## src/rtl/rr_decoder_arbiter.sv

```systemverilog
// rtl/rr_decoder_arbiter.sv - round-robin arbiter driving a shared 2-to-4 select decoder
// Optional MAX_HOLD grant revocation is compiled in with `define ARB_TIMEOUT_EN.
module rr_decoder_arbiter #(
  parameter int MAX_HOLD = 8,
  parameter int HOLD_W   = 8
) (
  input  logic       clk,
  input  logic       rst_n,
  input  logic       en,
  input  logic [3:0] req,
  output logic [3:0] gnt,
  output logic [1:0] gnt_idx,
  output logic       gnt_vld,
  output logic       timeout
);

  typedef enum logic [1:0] {
    S_IDLE    = 2'd0,
    S_GRANT   = 2'd1,
    S_RECOVER = 2'd2
  } state_t;

  state_t     state;
  logic [1:0] ptr;
  logic [1:0] winner;

  // First requester found scanning ptr, ptr+1, ... (mod 4); lowest offset wins.
  function automatic logic [1:0] rr_pick(input logic [3:0] r, input logic [1:0] p);
    logic [1:0] idx;
    rr_pick = p;
    for (int k = 3; k >= 0; k--) begin
      idx = p + 2'(k);
      if (r[idx]) rr_pick = idx;
    end
  endfunction

  always_comb begin
    winner = rr_pick(req, ptr);
  end

  if (MAX_HOLD < 1 || MAX_HOLD > 255 || (MAX_HOLD >> HOLD_W) != 0) begin : g_bad_cfg
    $error("rr_decoder_arbiter: MAX_HOLD must be 1..255 and fit in HOLD_W bits");
  end

`ifdef ARB_TIMEOUT_EN
  logic [HOLD_W-1:0] hold;
`else
  assign timeout = 1'b0;
`endif

  always_ff @(posedge clk) begin
    if (!rst_n) begin
      state   <= S_IDLE;
      gnt     <= 4'b0000;
      gnt_idx <= 2'd0;
      gnt_vld <= 1'b0;
      ptr     <= 2'd0;
`ifdef ARB_TIMEOUT_EN
      hold    <= '0;
      timeout <= 1'b0;
`endif
    end else begin
`ifdef ARB_TIMEOUT_EN
      timeout <= 1'b0;
`endif
      case (state)
        S_IDLE: begin
          if (en && |req) begin
            state   <= S_GRANT;
            gnt     <= 4'b0001 << winner;
            gnt_idx <= winner;
            gnt_vld <= 1'b1;
`ifdef ARB_TIMEOUT_EN
            hold    <= HOLD_W'(1);
`endif
          end
        end
        S_GRANT: begin
          // Disable wins over release and timeout and leaves ptr untouched.
          if (!en) begin
            state   <= S_IDLE;
            gnt     <= 4'b0000;
            gnt_vld <= 1'b0;
          end else if (!req[gnt_idx]) begin
            state   <= S_RECOVER;
            gnt     <= 4'b0000;
            gnt_vld <= 1'b0;
            ptr     <= gnt_idx + 2'd1;
          end
`ifdef ARB_TIMEOUT_EN
          else if (hold == HOLD_W'(MAX_HOLD)) begin
            state   <= S_RECOVER;
            gnt     <= 4'b0000;
            gnt_vld <= 1'b0;
            ptr     <= gnt_idx + 2'd1;
            timeout <= 1'b1;
          end else begin
            hold    <= hold + HOLD_W'(1);
          end
`endif
        end
        S_RECOVER: begin
          state <= S_IDLE;
        end
        default: begin
          state   <= S_IDLE;
          gnt     <= 4'b0000;
          gnt_vld <= 1'b0;
        end
      endcase
    end
  end

endmodule

```

## config.mk

```make
export PLATFORM = sky130hd
export DESIGN_NAME = rr_decoder_arbiter
export DESIGN_NICKNAME = d
export VERILOG_FILES = /design/src/rtl/rr_decoder_arbiter.sv
export SDC_FILE = /design/constraint.sdc
export NUM_CORES = 1
export LEC_CHECK = 0
export CORE_ASPECT_RATIO = 1.2
export CORE_UTILIZATION = 29
export CTS_CLUSTER_SIZE = 14
export DETAILED_ROUTE_END_ITERATION = 6
export GPL_ROUTABILITY_DRIVEN = 0
export PLACE_DENSITY = 0.58
export SYNTH_ARGS = -nofsm -noshare
export SYNTH_HDL_FRONTEND = slang
export SYNTH_SLANG_ARGS = --single-unit
```

## constraint.sdc

```tcl
create_clock -name clk -period 2.57 [get_ports clk]
set_clock_uncertainty 0.15 [all_clocks]
set_input_delay 0.771 -clock clk [delete_from_list [all_inputs] [get_ports clk]]
set_output_delay 0.771 -clock clk [all_outputs]
set_load 0.05 [all_outputs]
```

Word-level counts from Yosys, hierarchy flattened
Index checks and enable logic that the tools add are counted.
- output and inout bits: 8
- register bits after elaboration: 11
- input bits: 7
- logic and storage cells: 54
- shift operators: 1
- multiplexer cells: 26
- add/sub/neg operators: 4
- reductions and logical operators: 7
- equality and inequality tests: 4
- magnitude comparators: 5
- bitwise gates (word level): 2
- operators by type and width (cell ; count):
    2-bit by 3-bit < comparator with 1-bit output (second input constant) ; 5
    2-bit two-way mux ; 7
    4-bit two-way mux ; 3
    4-bit one-hot mux with 3 select lines ; 1
    1-bit binary-select mux with 2-bit select ; 5
    1-bit two-way mux ; 8
    3-bit AND reduction ; 2
    2-bit by 1-bit adder with 2-bit output (second input constant) ; 2
    2-bit adder (second input constant) ; 2
    2-bit one-hot mux with 2 select lines ; 1
    2-bit AND reduction ; 2
    4-bit OR reduction ; 1
    1-bit by 2-bit << shifter with 4-bit output (first input constant) ; 1
    3-bit inequality test (second input constant) ; 1
    1-bit one-hot mux with 3 select lines ; 1
    2-bit by 1-bit == test with 1-bit output (second input constant) ; 1
    2-bit == test (second input constant) ; 1
    2-bit zero test ; 1
    2-bit inequality test (second input constant) ; 1
    1-bit inverter ; 2
    1-bit logical AND ; 1

Logic depth before layout (Yosys ltp)
Gate-level depths: netlist (run 1).
- word-level depth: 10
- gate-level depth with buffers: 5
- gate-level depth less buffers: 5

Worst setup path before layout (run 1)
No wires, ideal clock.
- kind: input to register
- start: in req[0]
- end: reg gnt[1]
- stages on the path: 5
- library setup time: 69 ps
- required time: 2351 ps
- slack: 499 ps
- path buffers: 0
- arrival: 1852 ps
- path through: inv_1 mux4_2 a211oi_4 nand2_2 a21oi_2
- longest elaborated chain between the ends: 9
- elaborated cells on any way between the ends: 22
- classes of those cells: eq/ne: 2; shift: 1; mux: 16; reduce/logical: 3
- RTL lines (item ; RTL line ; text):
    start, declared ; 10 ; input logic [3:0] req,
    1-bit binary-select mux with 2-bit select ; 33 ; if (r[idx]) rr_pick = idx;
    1-bit two-way mux (implied by the code) ; 33 ;
    2-bit two-way mux (4 in a row) ; 33 ;
    1-bit by 2-bit << shifter with 4-bit output ; 70 ; gnt <= 4'b0001 << winner;
    4-bit two-way mux ; 68 ; if (en && |req) begin
    4-bit one-hot mux with 3 select lines ; 66 ; case (state)
    end signal, assigned ; 70 ;
    end, declared ; 11 ; output logic [3:0] gnt,
Parallel ways exist; a longest one is shown, timed or not. The select of a mux whose other input is x is not followed.
A chain may end at the register's enable or synchronous reset.

Worst setup path in the final report (run 1)
- start: reg gnt_idx[0]
- end: out gnt_idx[0]
- RTL lines (item ; RTL line ; text):
    start, declared ; 12 ; output logic [1:0] gnt_idx,
    start signal, assigned ; 71 ; gnt_idx <= winner;
No word-level cell between the ends.

==> results of run 1 <==
==> layer usage <==
layer  vias up  GRT usage, %  wire length, um
li1        285             -                -
met1       252          15.8              556
met2        12          21.5              572
met3         4          3.24               42
met4         0          7.81               33
met5         -             0                0
==> stage by stage <==
step	TNS [ps]	utilization (%)	hold slack, ps	power [mW]
4_1_cts	0	44.9	320	0.426
2_1_floorplan	0	-	365	0.258
3_3_place_gp	-131	43.5	305	0.303
5_1_grt	0	44.9	335	0.440
3_5_place_dp	-216	43.5	310	0.303
6_report	0	44.9	315	0.419
==> state kept, by name, indices dropped and copies added (netlist names) <==
name and cells:
gnt 4, gnt_idx 2, gnt_vld 1, ptr 2, state 2
==> area by class of cell <==
type / count / area, um^2 / share of cell area, %
flip-flops and latches: 11 / 220 / 26.5
well taps: 19 / 23.8 / 2.86
clock buffers: 4 / 26.3 / 3.16
multi-input cells: 45 / 325 / 39.2
repair buffers: 24 / 213 / 25.6
inverters: 6 / 22.5 / 2.71
==> synthesized netlist by cell type, drive strengths merged <==
library cell  number
a2111oi            1
a211oi             3
a21oi              3
a222oi             1
a2bb2oi            1
and2               2
and4b              1
buf                1
clkinv             1
conb               1
dfxtp             11
inv                5
mux2i              1
mux4               1
nand2              4
nand2b             1
nand3              3
nand3b             1
nand4              1
nor2               6
nor2b              2
nor3               1
nor4               1
o2111ai            1
o21ai              2
o22ai              3
o31ai              1
or2b               1
or3                1
xnor2              1
==> power by group through the flow <==
stage / logic, mW / clock network, mW / registers [mW]
after floorplan: 0.0476 / 0 / 0.210
after global placement: 0.112 / 0 / 0.191
after detailed placement: 0.112 / 0 / 0.191
after CTS: 0.112 / 0.126 / 0.187
after global routing: 0.120 / 0.132 / 0.189
final: 0.112 / 0.120 / 0.187
==> kinds of logic after synthesis <==
family          synth area share [%]
buf+inv                         5.22
simple gates                    26.5
xor+xnor                        1.52
other cells                    0.652
flops                           38.3
compound gates                  22.2
mux                             5.65
==> final timing paths <==
path / depth (start not counted) / slack, ps / to / from
max: 1 / 120 / gnt_idx[0] / gnt_idx[0]$_SDFFE_PN0P_
min: 2 / 310 / gnt[1]$_SDFFE_PN0P_ / gnt[1]$_SDFFE_PN0P_
max reg2reg: 5 / 770 / gnt[1]$_SDFFE_PN0P_ / gnt_idx[1]$_SDFFE_PN0P_
min reg2reg: 2 / 310 / gnt[1]$_SDFFE_PN0P_ / gnt[1]$_SDFFE_PN0P_
==> metrics.md, run 1 <==
| Metric | Value |
|---|---|
| Yosys cell types | `34` |
| FF+latch count, synth | `11` |
| Number of global-route vias before repair | `509` |
| Sw power | `0.129 mW` |
| Final WS setup | `115 ps` |
| Hold Crit Class | `reg -> reg` |
| Cell count after placement | `105` |
| Vias after detailed routing | `553` |
| Post-DP Area | `805 um^2` |
| CP max stage cell | `clkdlybuf4s50_1` |
| Total CTS buffers | `3` |
| Antenna Cells | `0` |
| Overall routing resource usage | `13.3%` |
| Ports | `15` |
| CTS Hold Bufs | `0` |
| Kind of critical path | `reg -> out` |
| P&R area growth vs syn | `44.3%` |
| Synth Instances | `63` |
| Clock root buffer | `clkbuf_4` |
| CTS resizes | `0` |
| IO Port Bufs | `13` |
| # DRC | `0` |
| Register area share after synthesis | `38.3%` |
| Filler instances | `193` |
| CP Launch Type | `register` |
| Fin crit share | `95.5%` |
| Detail Route Antenna Nets | `0` |
| Post-route insts no fill | `109` |
| Die Ht | `50.8 um` |
| Floorplan core area | `0.00185 mm^2` |
| Yosys warnings | `0` |
| Critical Path AT | `1530 ps` |
| Clock power frac | `28.7%` |
| Most frequent cells in the layout | `clkdlybuf4s50_1, dfxtp_1, buf_4` |
| Crit-path cells | `clkdlybuf4s50_1` |
| Post-synth top area cell | `dfxtp_1` |
| Req. time, crit path | `1650 ps` |
| Initial antenna violation count | `0` |
| Period minus WS final | `2450 ps` |
| Final Cell Area | `831 um^2` |
| WL/cell | `11.0 um` |
| CTS tree | `built` |
| Die Area | `0.00217 mm^2` |
| Worst Path Max Fanout | `5` |
| Final WL | `1200 um` |
| Worst path max stage delay | `840 ps` |
| Slew Limit Fails | `0` |
| Commonest non-fill, non-tap cell in the layout | `clkdlybuf4s50_1` |
| Final Hold Vio Count | `0` |
| First-pass GRT wire length | `2130 um` |
| RSZ-0062 raised after global routing | `false` |
| Endpoints failing setup | `0` |
| Syn Nets | `70` |
| Vias/cell | `5.07` |
| Pleak | `0.320 nW` |
| Clock Tree Buf Depth | `2` |
| Share of cells above drive strength 1 | `25.6%` |
| Cell area after synthesis | `576 um^2` |
| Chip width | `42.7 um` |
| Sw Ratio | `30.7%` |
| Total gr overflow | `0` |
| Outcome | `finished, final reports clean` |
| Max Cap Viol | `0` |
| Pint | `0.290 mW` |
| Reg clk slew, reported paths | `70 ps` |
| FP Rows | `17` |
| Post-synth top area share | `38.3%` |
| CTS sink count | `11` |
| Delay-heaviest family, CP | `buffers and inverters` |
| Post-CTS Setup Inserts | `0` |
| 1st-iter DRT viols | `10` |
| Fmax | `0.407 GHz` |
| Setup slack at placement | `-59.6 ps` |
| Pre-Repair DR Iteration Count | `4` |
| Later-pin clock latency in the skew report | `270 ps` |
| CP endpoint kind | `output pin` |
| Syn Area/Cell | `9.14 um^2` |
| H-tree lvl count | `1` |
| Worst vdd ir | `0.000317 V` |
| Pwr dens | `504 mW/mm^2` |
| HPWL after detailed placement | `965 um` |
| Comb power frac | `26.6%` |
| Reg power frac | `44.6%` |
| Area contributors post-synth | `dfxtp_1, mux4_2, nor2_1` |
| Largest net degree at the start of global routing | `8` |
| Worst path bufs/invs | `1` |
| Starting Density | `31.1%` |
| Final nets | `98` |
Power figures use the tool's default switching activity.
==> inputs of run 2 (changes only) <==
CORE_MARGIN = 10   (was default)
HOLD_SLACK_MARGIN = 0.06   (was default)
SKIP_LAST_GASP = 1   (was default)
==> metrics.md, run 2 (same netlist as run 1, synthesis figures left out) <==
| Metric | Value |
|---|---|
| Worst path max stage delay | `840 ps` |
| Clock Tree Buf Depth | `2` |
| Max Cap Viol | `0` |
| Crit-path cells | `clkdlybuf4s50_1` |
| Fin crit share | `95.2%` |
| Delay-heaviest family, CP | `buffers and inverters` |
| Later-pin clock latency in the skew report | `260 ps` |
| Relative slew margins | `66.3%` |
| WL/cell | `12.3 um` |
| Period minus WS final | `2450 ps` |
| Share of cells above drive strength 1 | `25.6%` |
| Ports | `15` |
| Post-DP Area | `805 um^2` |
| Vias/cell | `5.07` |
| Max reg flops | `4` |
| FP Rows | `17` |
| CP Launch Type | `register` |
| Die Ht | `68.8 um` |
| Overall routing resource usage | `7.41%` |
| 1st-iter DRT viols | `8` |
| Worst path bufs/invs | `1` |
| Most frequent cells in the layout | `clkdlybuf4s50_1, dfxtp_1, buf_4` |
| Starting Density | `30.7%` |
| CTS tree | `built` |
| Commonest non-fill, non-tap cell in the layout | `clkdlybuf4s50_1` |
| Floorplan core area | `0.00187 mm^2` |
| Pleak | `0.320 nW` |
| IO Port Bufs | `13` |
| Critical Path AT | `1530 ps` |
| Reg clk slew, reported paths | `70 ps` |
| CP endpoint kind | `output pin` |
| Hold Path Cell Cnt | `2` |
| Final WL | `1340 um` |
| RSZ-0062 raised after global routing | `false` |
| Final Hold Vio Count | `0` |
| # DRC | `0` |
| Total gr overflow | `0` |
| CP max stage cell | `clkdlybuf4s50_1` |
| Setup slack at placement | `-57.9 ps` |
| Largest net degree at the start of global routing | `10` |
| Worst vdd ir | `0.000217 V` |
| CTS sink count | `11` |
| Number of global-route vias before repair | `593` |
| Register-to-Register Path Depth | `5` |
| Detail Route Antenna Nets | `0` |
| CTS Hold Bufs | `0` |
| Vias after detailed routing | `553` |
| Initial antenna violation count | `0` |
| Antenna Cells | `0` |
| P&R area growth vs syn | `44.3%` |
| Kind of critical path | `reg -> out` |
| Pre-Repair DR Iteration Count | `4` |
| Chip width | `60.7 um` |
| Final nets | `98` |
| Endpoints failing setup | `0` |
| Hold Crit Class | `reg -> reg` |
| Outcome | `finished, final reports clean` |
| Filler instances | `197` |
| Clock root buffer | `clkbuf_4` |
| Worst Max-Slew Pin Slew | `504 ps` |
| HPWL after detailed placement | `1070 um` |
| Pwr dens | `501 mW/mm^2` |
| Die Area | `0.00417 mm^2` |
| Post-route setup TNS | `0 ps` |
| CTS resizes | `0` |
| Slew Limit Fails | `0` |
| Total CTS buffers | `3` |
| Req. time, crit path | `1650 ps` |
| Critical path depth in cells | `1` |
| Most flops, register | `gnt` |
| Final WS setup | `123 ps` |
| Fmax | `0.409 GHz` |
| Post-CTS Setup Inserts | `0` |
| Final Cell Area | `831 um^2` |
| Worst Path Max Fanout | `5` |
| H-tree lvl count | `1` |
| First-pass GRT wire length | `2440 um` |
[run 2: cell counts in the layout (fill, tap and decap cells not counted)]
No cell type changed its count.
[run 2: final timing paths]
check                     startpoint             endpoint  slack (ps)
max          gnt_idx[0]$_SDFFE_PN0P_           gnt_idx[0]         120
min reg2reg      gnt[1]$_SDFFE_PN0P_  gnt[1]$_SDFFE_PN0P_         320
max reg2reg  gnt_idx[1]$_SDFFE_PN0P_  gnt[1]$_SDFFE_PN0P_         750
min              gnt[1]$_SDFFE_PN0P_  gnt[1]$_SDFFE_PN0P_         320
[run 2: per-layer routing]
| layer | routed length [um] | vias up | GRT usage, % | part of all wire [%] |
|---|---|---|---|---|
| li1 | - | 285 | - | - |
| met4 | 14 | 0 | 3.30 | 1.0 |
| met2 | 666 | 12 | 11.9 | 50 |
| met5 | 0 | - | 0 | 0 |
| met3 | 92 | 2 | 2.93 | 6.9 |
| met1 | 563 | 254 | 8.48 | 42 |
[run 2: power breakdown]
group	leakage, nW	switching, mW	internal (mW)
Sequential	0.0897	0.00792	0.179
Clock	0.0150	0.0573	0.0600
Combinational	0.216	0.0611	0.0514
Total	0.320	0.126	0.290
[run 2: layout make-up]
type                       instances  area (um^2)  share of cell area, %
clock buffer                       4         26.3                   3.16
tap                               19         23.8                   2.86
timing repair buffer              24          213                   25.6
sequential                        11          220                   26.5
multi-input combinational         45          325                   39.2
inverter                           6         22.5                   2.71
[run 2: per-stage QoR]
stage	total power [mW]	util, %	std cells	hold WS [ps]
finish	0.416	44.4	109	316
global route	0.444	44.4	109	361
CTS	0.423	44.4	109	319
detailed placement	0.304	43.0	105	310
global placement	0.303	43.0	105	308
floorplan	0.258	-	63	365
[run 2: worst register-to-register path, delay by kind of cell, from the launching register on]
kind / cells / cell delay (ps)
AO/OA/AOI/OAI: 2 / 480
buffers and inverters: 1 / 130
flip-flops: 1 / 330
multiplexers: 1 / 560
AND/OR/NAND/NOR: 1 / 90
